[src/rtl/led_phy_tx.sv]
// WS2812-style serial LED driver: drains LED_NUM RGB444 words from the pixel FIFO,
// expands each to GRB888 and shifts it out MSB-first as NRZ pulses, then holds a latch gap.
module led_phy_tx #(
  parameter int LED_NUM  = 36,
  parameter int T0H_CYC  = 20,
  parameter int T1H_CYC  = 40,
  parameter int TBIT_CYC = 63,
  parameter int TRST_CYC = 15000
) (
  input  logic        clk,
  input  logic        rstn,
  input  logic        send_start,
  input  logic        fifo_empty,
  input  logic [11:0] fifo_rdata,
  output logic        fifo_re,
  output logic        led_dout,
  output logic        busy,
  output logic        done,
  output logic        underrun
);

  localparam int TMR_W = $clog2(TBIT_CYC - 1) + 1;
  localparam int LED_W = $clog2(LED_NUM - 1) + 1;
  localparam int GAP_W = $clog2(TRST_CYC - 1) + 1;
  localparam int BIT_W = $clog2(23) + 1;

  localparam logic [TMR_W-1:0] TBIT_LAST = TMR_W'(TBIT_CYC - 1);
  localparam logic [TMR_W-1:0] T0H_LIM   = TMR_W'(T0H_CYC);
  localparam logic [TMR_W-1:0] T1H_LIM   = TMR_W'(T1H_CYC);
  localparam logic [LED_W-1:0] LED_LAST  = LED_W'(LED_NUM - 1);
  localparam logic [GAP_W-1:0] GAP_LAST  = GAP_W'(TRST_CYC - 1);
  localparam logic [BIT_W-1:0] BIT_LAST  = BIT_W'(23);

  typedef enum logic [2:0] {
    S_IDLE,
    S_FETCH,
    S_LOAD,
    S_BIT,
    S_GAP
  } state_t;

  state_t             state_q, state_d;
  logic [LED_W-1:0]   led_cnt_q, led_cnt_d;
  logic [BIT_W-1:0]   bit_cnt_q, bit_cnt_d;
  logic [TMR_W-1:0]   bit_tmr_q, bit_tmr_d;
  logic [GAP_W-1:0]   gap_tmr_q, gap_tmr_d;
  logic [23:0]        sr_q, sr_d;
  logic               led_dout_q, led_dout_d;
  logic               done_q, done_d;
  logic               underrun_q, underrun_d;

  always_comb begin
    state_d    = state_q;
    led_cnt_d  = led_cnt_q;
    bit_cnt_d  = bit_cnt_q;
    bit_tmr_d  = bit_tmr_q;
    gap_tmr_d  = gap_tmr_q;
    sr_d       = sr_q;
    underrun_d = underrun_q;
    led_dout_d = 1'b0;
    done_d     = 1'b0;
    fifo_re    = 1'b0;

    case (state_q)
      S_IDLE: begin
        if (send_start) begin
          underrun_d = 1'b0;
          led_cnt_d  = '0;
          state_d    = S_FETCH;
        end
      end

      // An empty FIFO truncates the frame rather than stalling the line.
      S_FETCH: begin
        if (!fifo_empty) begin
          fifo_re = 1'b1;
          state_d = S_LOAD;
        end else begin
          underrun_d = 1'b1;
          gap_tmr_d  = '0;
          state_d    = S_GAP;
        end
      end

      // Each nibble is doubled ({n,n} == n*17) so full scale maps to 8'hFF.
      S_LOAD: begin
        sr_d      = {fifo_rdata[7:4],  fifo_rdata[7:4],
                     fifo_rdata[11:8], fifo_rdata[11:8],
                     fifo_rdata[3:0],  fifo_rdata[3:0]};
        bit_cnt_d = '0;
        bit_tmr_d = '0;
        state_d   = S_BIT;
      end

      S_BIT: begin
        led_dout_d = (bit_tmr_q < (sr_q[23] ? T1H_LIM : T0H_LIM));
        if (bit_tmr_q == TBIT_LAST) begin
          bit_tmr_d = '0;
          if (bit_cnt_q != BIT_LAST) begin
            sr_d      = {sr_q[22:0], 1'b0};
            bit_cnt_d = bit_cnt_q + BIT_W'(1);
          end else if (led_cnt_q != LED_LAST) begin
            led_cnt_d = led_cnt_q + LED_W'(1);
            state_d   = S_FETCH;
          end else begin
            gap_tmr_d = '0;
            state_d   = S_GAP;
          end
        end else begin
          bit_tmr_d = bit_tmr_q + TMR_W'(1);
        end
      end

      S_GAP: begin
        if (gap_tmr_q == GAP_LAST) begin
          gap_tmr_d = '0;
          done_d    = 1'b1;
          state_d   = S_IDLE;
        end else begin
          gap_tmr_d = gap_tmr_q + GAP_W'(1);
        end
      end

      default: state_d = S_IDLE;
    endcase
  end

  always_ff @(posedge clk or negedge rstn) begin
    if (!rstn) begin
      state_q    <= S_IDLE;
      led_cnt_q  <= '0;
      bit_cnt_q  <= '0;
      bit_tmr_q  <= '0;
      gap_tmr_q  <= '0;
      sr_q       <= '0;
      led_dout_q <= 1'b0;
      done_q     <= 1'b0;
      underrun_q <= 1'b0;
    end else begin
      state_q    <= state_d;
      led_cnt_q  <= led_cnt_d;
      bit_cnt_q  <= bit_cnt_d;
      bit_tmr_q  <= bit_tmr_d;
      gap_tmr_q  <= gap_tmr_d;
      sr_q       <= sr_d;
      led_dout_q <= led_dout_d;
      done_q     <= done_d;
      underrun_q <= underrun_d;
    end
  end

  assign led_dout = led_dout_q;
  assign done     = done_q;
  assign underrun = underrun_q;
  assign busy     = (state_q != S_IDLE);

endmodule

[config.mk]
export PLATFORM = sky130hd
export DESIGN_NAME = led_phy_tx
export DESIGN_NICKNAME = d
export VERILOG_FILES = /design/src/rtl/led_phy_tx.sv
export SDC_FILE = /design/constraint.sdc
export NUM_CORES = 1
export LEC_CHECK = 0
export ABC_AREA = 1
export ABC_CLOCK_PERIOD_IN_PS = 1500
export CORE_ASPECT_RATIO = 1.5
export CORE_UTILIZATION = 45
export DETAILED_ROUTE_END_ITERATION = 10
export DONT_BUFFER_PORTS = 1
export HOLD_SLACK_MARGIN = 0.05
export PLACE_DENSITY = 0.73
export SLEW_MARGIN = 20
export SYNTH_ARGS = -nofsm -noshare
export SYNTH_HDL_FRONTEND = slang
export SYNTH_SLANG_ARGS = --single-unit
[constraint.sdc]
create_clock -name clk -period 1.5 [get_ports clk]
set_input_delay 0.3 -clock clk [delete_from_list [all_inputs] [get_ports clk]]
set_output_delay 0.3 -clock clk [all_outputs]
set_load 0.01 [all_outputs]
==> results of run 1 <==
==> metrics by stage <==
stage	setup TNS, ns	total power, mW
2_1_floorplan	0	1.90
3_3_place_gp	-0.539	1.91
4_1_cts	-0.104	4.23
6_report	-0.732	4.19
5_1_grt	-4.45	4.32
3_5_place_dp	-1.02	1.91
==> worst max-delay path by stage <==
| stage | end | slack [ns] | depth (start not counted) |
|---|---|---|---|
| global route | gap_tmr_q[11] | -0.13 | 9 |
| detailed placement | led_cnt_q[6] | -0.12 | 11 |
| CTS | busy | -0.03 | 4 |
| finish | fifo_re | -0.05 | 4 |
| floorplan | gap_tmr_q[11] | 0.04 | 9 |
| global placement | led_cnt_q[4] | -0.08 | 11 |
==> power groups by stage <==
stage	registers (mW)	logic (mW)	clock network (mW)
floorplan	1.84	0.0620	0
global placement	1.84	0.0704	0
detailed placement	1.84	0.0728	0
CTS	1.81	0.0741	2.34
global route	1.81	0.0904	2.42
finish	1.81	0.0745	2.31
==> repair_timing <==
action,CTS,global route
resized for setup,34,34
hold endpoints to repair,65,65
pin swaps,12,15
buffers inserted,3,5
endpoints found under the setup margin,53,57
gates cloned,1,0
==> logic make-up (layout without fill, tap and decap cells) <==
logic type,after synthesis,after routing,synth area share [%]
and+or+nand+nor,358,358,39.6
DFF,65,65,44.1
xor gates and xnor gates,9,9,2.14
adders and majority gates,8,8,2.72
buffers and inverters,59,118,6.83
AOI/OAI and AO/OA,32,32,4.55
==> worst max-delay path, stage by stage (launching register included) <==
cell and delay [ns]:
dfrtp_2 0.45, nor2_4 0.14, nand2_2 0.08, nor2_4 0.12, buf_6 0.12
==> routing by layer <==
metal / global-route usage, % / up-vias / share of wire, %
met2: 38.1 / 56 / 54
li1: - / 1765 / -
met5: 0 / - / 0
met1: 25.2 / 1700 / 41
met3: 4.19 / 23 / 2.8
met4: 11.9 / 0 / 2.9
==> final cells by class <==
class	instances	area, um^2	area share (%)
clock buffers	9	225	4.77
clock inverters	7	101	2.15
inverters	47	181	3.84
multi-input cells	407	1970	41.7
flip-flops and latches	65	1630	34.5
well taps	105	131	2.78
repair buffers	55	483	10.2
==> cell usage in the layout, fill, tap and decap left out <==
cell,instances
xor2_1,8
o21bai_1,1
dfrtp_1,63
nand2_4,6
inv_1,41
clkbuf_16,9
clkinv_4,1
xnor2_1,1
nand3_4,2
ha_4,1
a21oi_2,2
nor2_1,40
nand2_2,11
nor3b_1,3
buf_12,2
a31oi_1,1
nand3_2,3
or2_2,2
buf_6,6
clkinvlp_4,2
bufinv_16,2
buf_4,44
clkinv_1,1
o21ai_1,5
nand3_1,31
buf_8,3
nor3_2,1
nor2_4,6
nand2_1,240
nand4_1,9
ha_2,1
dfrtp_2,2
a21oi_1,4
inv_6,3
nand3b_1,1
ha_1,6
o22ai_1,3
nor2_2,3
o21ai_0,16
inv_2,4
==> sequential cells by signal, indices dropped and copies added, names as in the netlist <==
name,count
bit_cnt_q,6
bit_tmr_q,7
done,1
gap_tmr_q,15
led_cnt_q,7
led_dout,1
sr_q,24
state_q,3
underrun,1
==> tab_implementation.tex, run 1 <==
\begin{tabular}{lr}
\hline
Metric & Value \\
\hline
\multicolumn{2}{l}{\textbf{Outcome}} \\
Result of the run & finished, violations left \\
Violations in the final reports & hold timing, setup timing \\
\multicolumn{2}{l}{\textbf{Place}} \\
Buffers added on ports & 0 \\
Global placer's final weighted congestion & 0.926 \\
Cell area after placement & 0.00411 mm\^{}2 \\
Placement Setup Slack & -0.124 ns \\
Count of placed standard cells including taps & 670 \\
DP Wirelength & 5840 um \\
\multicolumn{2}{l}{\textbf{CTS}} \\
Clock transition at the registers of the reported paths & 0.06 ns \\
TritonCTS clock tree & built \\
TritonCTS buffer count & 9 \\
Insertion delay to the later sink of the worst-skew pair & 0.34 ns \\
CTS HTree Levels & 3 \\
Number of buffers between clock root and the deepest sink & 2 \\
Root buffer cell & clkbuf\_16 \\
Clock sinks & 65 \\
\multicolumn{2}{l}{\textbf{Logic synthesis}} \\
Number of synthesized flops with an enable pin & 0 \\
Top post-synthesis cells by area & dfrtp\_1 44\%, nand2\_1 26\%, nor2\_1 4.8\% \\
Most instantiated flip-flop cell in the synthesis netlist & dfrtp\_1 \\
Fraction of synthesized cell area taken by the top area cell type & 44.1\% \\
Share of flip-flops with an asynchronous set or reset after synthesis & 100\% \\
Syn avg cell area & 6.94 um\^{}2 \\
Number of flip-flops and latches in the synthesized netlist & 65 \\
List of most frequent post-synthesis cells & 256 x nand2\_1, 65 x dfrtp\_1, 47 x nor2\_1 \\
Warnings, synthesis & 0 \\
Most frequently used cell type in the post-synthesis netlist & nand2\_1 \\
Count of mapped cells out of synthesis & 531 \\
Post-synthesis net count & 555 \\
Share of synthesized area occupied by flip-flops and latches & 44.1\% \\
Netlist area before placement & 0.00368 mm\^{}2 \\
Cell type contributing the most total cell area after synthesis & dfrtp\_1 \\
Cell variety after synth & 29 \\
\multicolumn{2}{l}{\textbf{Global route}} \\
Largest net degree at the start of global routing & 66 \\
Global-route wire length before repair & 14400 um \\
GRT overflow & 0 \\
Via count of the first global-routing pass & 3353 \\
Antenna violations before repair & 0 \\
Total global-route track usage & 22.2\% \\
\multicolumn{2}{l}{\textbf{STA}} \\
Unrepaired setup endpoints after global routing & yes \\
Pins over their slew limit & 0 \\
Final period utilization & 103\% \\
Peak clock frequency supported by timing & 0.646 GHz \\
Final Hold Violating Endpoints & 65 \\
Fin worst setup slack & -0.0482 ns \\
Worst-case hold slack & -0.350 ns \\
Final setup fails & 37 \\
Minimum period implied by the final worst setup slack & 1.55 ns \\
Clock skew & 0.00863 ns \\
Relative slew margins & 80.8\% \\
Least-Margin Pin Slew & 0.287 ns \\
\multicolumn{2}{l}{\textbf{Layout}} \\
Layout overhead on the synthesized area & 28.2\% \\
Share of final-layout standard cells stronger than drive strength 1 & 19.7\% \\
Final layout net count & 609 \\
Fill cell total of the finished layout & 695 \\
Share of the core filled with cells & 59.4\% \\
Final standard cell area without fillers & 0.00472 mm\^{}2 \\
Number of diodes & 0 \\
Post-layout instance count excluding filler cells & 695 \\
\multicolumn{2}{l}{\textbf{Worst setup path}} \\
Startpoint of the most critical setup path & state\_q[1] \\
Required time of the critical path & 1.20 ns \\
Slack of the worst reg-to-reg path & -0.04 ns \\
Category of the critical setup timing path & reg -> out \\
Source of the worst register-to-register timing path & state\_q[0] \\
Launching element type of the critical path & flop \\
Type of element capturing the critical path & primary output \\
Endpoint of the worst register-to-register path & gap\_tmr\_q[11] \\
Worst R2R Path Depth & 9 \\
Worst endpoint data arrival time & 1.25 ns \\
Worst Path Max Fanout & 4 \\
\multicolumn{2}{l}{\textbf{Die}} \\
Starting utilization of the core area & 46.3\% \\
Area of the core & 0.00796 mm\^{}2 \\
Die Y-Extent & 113 um \\
Io pins & 21 \\
DIE WIDTH & 75.9 um \\
Die footprint & 0.00856 mm\^{}2 \\
Number of cell rows & 40 \\
\multicolumn{2}{l}{\textbf{Pwr}} \\
Proportion of power drawn by the clock network & 55.0\% \\
Static leakage & 2.66 nW \\
Maximum VDD drop & 0.726 mV \\
Power per cell area & 888 mW/mm\^{}2 \\
Net switching power & 903 uW \\
Combinational share of power & 1.8\% \\
Switching share of power & 21.5\% \\
Register share of total power & 43.2\% \\
Internal power & 3.29 mW \\
\multicolumn{2}{l}{\textbf{Worst hold path}} \\
Min-delay worst type & in -> async \\
\multicolumn{2}{l}{\textbf{Route}} \\
Starting DRT DRC Count & 208 \\
Wire length per cell & 12.8 um \\
Detailed-routing iteration count for the pre-antenna-repair pass & 4 \\
Detailed-route wire length & 8910 um \\
Antenna viol nets, final & 0 \\
Vias post-DR & 3544 \\
DR vias/cell & 5.10 \\
Detailed-route DRC error count & 0 \\
\multicolumn{2}{l}{\textbf{Run}} \\
Max-cap violations & 0 \\
\hline
\end{tabular}
Power figures use the tool's default switching activity.
==> inputs of run 2 (changes only) <==
SKIP_LAST_GASP = 1   (was unset)
==> run 2 against run 1 <==
Critical path depth unchanged. Setup slack improved by 0.013 ns. Clock skew grew 0.00070 ns. Sequential share of layout area down 0.21 points. Via count fell by 1.1%. Hold slack improved by 0.0019 ns. Register-to-register slack improved by 0.05 ns. Sequential cell count stayed put. Routed wire length is 2.6% lower. The flow still finishes with violations (hold timing, setup timing). Clock-buffer cell count did not move. Critical path type unchanged. First-iteration DRC count up 4.8%. Largest cell class unchanged.
==> tab_implementation.tex, run 2 (synthesis gave the netlist of run 1 again) <==
\begin{tabular}{lr}
\hline
Metric & Value \\
\hline
\multicolumn{2}{l}{\textbf{Layout}} \\
Number of diodes & 0 (unchanged) \\
Post-layout instance count excluding filler cells & 695 (unchanged) \\
Regs by FF count & sr\_q x24, gap\_tmr\_q x15 \\
Leading cell type in the layout, fill and taps excluded & nand2\_1 \\
Register cell area after layout & 0.00163 mm\^{}2 (unchanged) \\
Layout overhead on the synthesized area & 29.0\% \\
Max reg flops & 24 (unchanged) \\
Share of final-layout standard cells stronger than drive strength 1 & 21.2\% (+1.5 points) \\
Multi-input gate area in the final layout & 0.00199 mm\^{}2 (+1.0\%) \\
Largest reg by FF count & sr\_q \\
Fill cell total of the finished layout & 687 (-1.2\%) \\
Final layout net count & 609 (unchanged) \\
Top library cells by usage in the layout, fill and taps aside & 234 x nand2\_1, 63 x dfrtp\_1, 43 x buf\_4, 41 x inv\_1, 40 x nor2\_1 \\
\multicolumn{2}{l}{\textbf{Die}} \\
Io pins & 21 (unchanged) \\
Die Y-Extent & 113 um (unchanged) \\
Die footprint & 0.00856 mm\^{}2 (unchanged) \\
Starting utilization of the core area & 46.3\% (unchanged) \\
Area of the core & 0.00796 mm\^{}2 (unchanged) \\
Number of cell rows & 40 (unchanged) \\
DIE WIDTH & 75.9 um (unchanged) \\
\multicolumn{2}{l}{\textbf{Place}} \\
Global placer's final weighted congestion & 0.926 (unchanged) \\
Count of placed standard cells including taps & 670 (unchanged) \\
Placement Setup Slack & -0.124 ns (unchanged) \\
DP Wirelength & 5840 um (unchanged) \\
Buffers added on ports & 0 (unchanged) \\
\multicolumn{2}{l}{\textbf{Global route}} \\
Global-route wire length before repair & 14400 um (about the same) \\
GRT overflow & 0 (unchanged) \\
Via count of the first global-routing pass & 3346 (-0.21\%) \\
Total global-route track usage & 22.2\% (unchanged) \\
Largest net degree at the start of global routing & 66 (unchanged) \\
Antenna violations before repair & 0 (unchanged) \\
\multicolumn{2}{l}{\textbf{Worst setup path}} \\
Worst Path Max Fanout & 4 (unchanged) \\
Worst path most repeated cell & nor2\_4 \\
Slowest cell on crit path & dfrtp\_2 \\
Crit-path leading delay family & flip-flops \\
Required time of the critical path & 1.20 ns (about the same) \\
Crit path buf inv count & 1 (unchanged) \\
Worst endpoint data arrival time & 1.24 ns (about the same) \\
Delay of the slowest cell on the worst path & 0.44 ns (about the same) \\
Category of the critical setup timing path & reg -> out \\
Logic depth of the worst setup path including buffers & 4 (unchanged) \\
Type of element capturing the critical path & primary output \\
Cell breakdown of the critical path & nor2\_4 > nand2\_2 > nor2\_4 > buf\_6 \\
Launching element type of the critical path & flop \\
Worst R2R Path Depth & 9 (unchanged) \\
\multicolumn{2}{l}{\textbf{Route}} \\
Detailed-route DRC error count & 0 (unchanged) \\
DR vias/cell & 5.04 (-1.1\%) \\
Starting DRT DRC Count & 218 (+4.8\%) \\
Vias post-DR & 3506 (-1.1\%) \\
Detailed-routing iteration count for the pre-antenna-repair pass & 4 (unchanged) \\
Wire length per cell & 12.5 um (-2.6\%) \\
Antenna viol nets, final & 0 (unchanged) \\
Detailed-route wire length & 8680 um (-2.6\%) \\
\multicolumn{2}{l}{\textbf{CTS}} \\
Number of buffers between clock root and the deepest sink & 2 (unchanged) \\
TritonCTS clock tree & built \\
TritonCTS buffer count & 9 (unchanged) \\
Clock transition at the registers of the reported paths & 0.06 ns (about the same) \\
Insertion delay to the later sink of the worst-skew pair & 0.34 ns (about the same) \\
Clock sinks & 65 (unchanged) \\
Root buffer cell & clkbuf\_16 \\
CTS HTree Levels & 3 (unchanged) \\
\multicolumn{2}{l}{\textbf{STA}} \\
Worst-case hold slack & -0.349 ns (+0.00189 ns) \\
Least-Margin Pin Slew & 0.309 ns (+0.0224 ns) \\
Final Hold Violating Endpoints & 65 (unchanged) \\
Peak clock frequency supported by timing & 0.651 GHz (+0.86\%) \\
Clock skew & 0.00933 ns (+0.000702 ns) \\
Minimum period implied by the final worst setup slack & 1.54 ns (-0.0132 ns) \\
Unrepaired setup endpoints after global routing & yes \\
Final setup fails & 1 (-97\%) \\
Final period utilization & 102\% (-0.88 points) \\
Fin worst setup slack & -0.0350 ns (+0.0132 ns) \\
Pins over their slew limit & 0 (unchanged) \\
Relative slew margins & 79.3\% (-1.5 points) \\
\multicolumn{2}{l}{\textbf{Pwr}} \\
Maximum VDD drop & 0.722 mV (-0.55\%) \\
Power per cell area & 882 mW/mm\^{}2 (-0.71\%) \\
Static leakage & 2.68 nW (+0.72\%) \\
Total chip power & 4.19 mW (-0.10\%) \\
\multicolumn{2}{l}{\textbf{Run}} \\
Max-cap violations & 0 (unchanged) \\
\multicolumn{2}{l}{\textbf{Worst hold path}} \\
Min-delay worst type & in -> async \\
\multicolumn{2}{l}{\textbf{Outcome}} \\
Violations in the final reports & hold timing, setup timing \\
Result of the run & finished, violations left \\
\hline
\end{tabular}
==> run 2: cell type report <==
cell class | instances | area share [%]
Clock buffer | 9 | 4.74
Clock inverter | 7 | 2.13
Inverter | 47 | 3.82
Multi-Input combinational cell | 407 | 41.9
Sequential cell | 65 | 34.3
Tap cell | 105 | 2.76
Timing Repair Buffer | 55 | 10.3
==> run 2: repair_timing <==
item                                    in CTS  in global routing
resized for setup                           32                 45
setup buffers                                3                  5
pin swaps                                   12                 17
endpoints found under the hold margin       65                 65
gates cloned                                 1                  0
endpoints found under the setup margin      53                 57
==> run 2: final timing paths <==
kind	start	to	slack, ns
max	state_q[1]	fifo_re	-0.04
min	rstn	bit_tmr_q[6]	-0.35
max reg2reg	bit_cnt_q[0]	gap_tmr_q[11]	0.01
min reg2reg	sr_q[8]	sr_q[8]	0.48
max in group asynchronous	rstn	state_q[2]	1.74
min in group clk	fifo_empty	underrun	0.13
==> run 2: per-stage QoR <==
step / setup TNS [ns] / cell area [um^2] / utilization, %
detailed placement: -1.02 / 4110 / 51.7
global route: -4.02 / 4750 / 59.7
global placement: -0.539 / 4110 / 51.7
finish: -0.0350 / 4750 / 59.7
floorplan: 0 / 3680 / -
CTS: -0.137 / 4570 / 57.4
==> run 2: power by group <==
part	leakage (nW)	internal (mW)	total, mW	switching, mW
registers	0.748	1.79	1.81	0.0205
clock network	0.153	1.47	2.30	0.835
logic	1.78	0.0345	0.0769	0.0423
total	2.68	3.29	4.19	0.898
==> run 2: metal layers <==
layer	up-vias	wire, um	global-route usage (%)
li1	1768	-	-
met1	1656	3560	25.3
met2	63	4620	38.1
met3	19	296	4.10
met4	0	201	11.7
met5	-	0	0
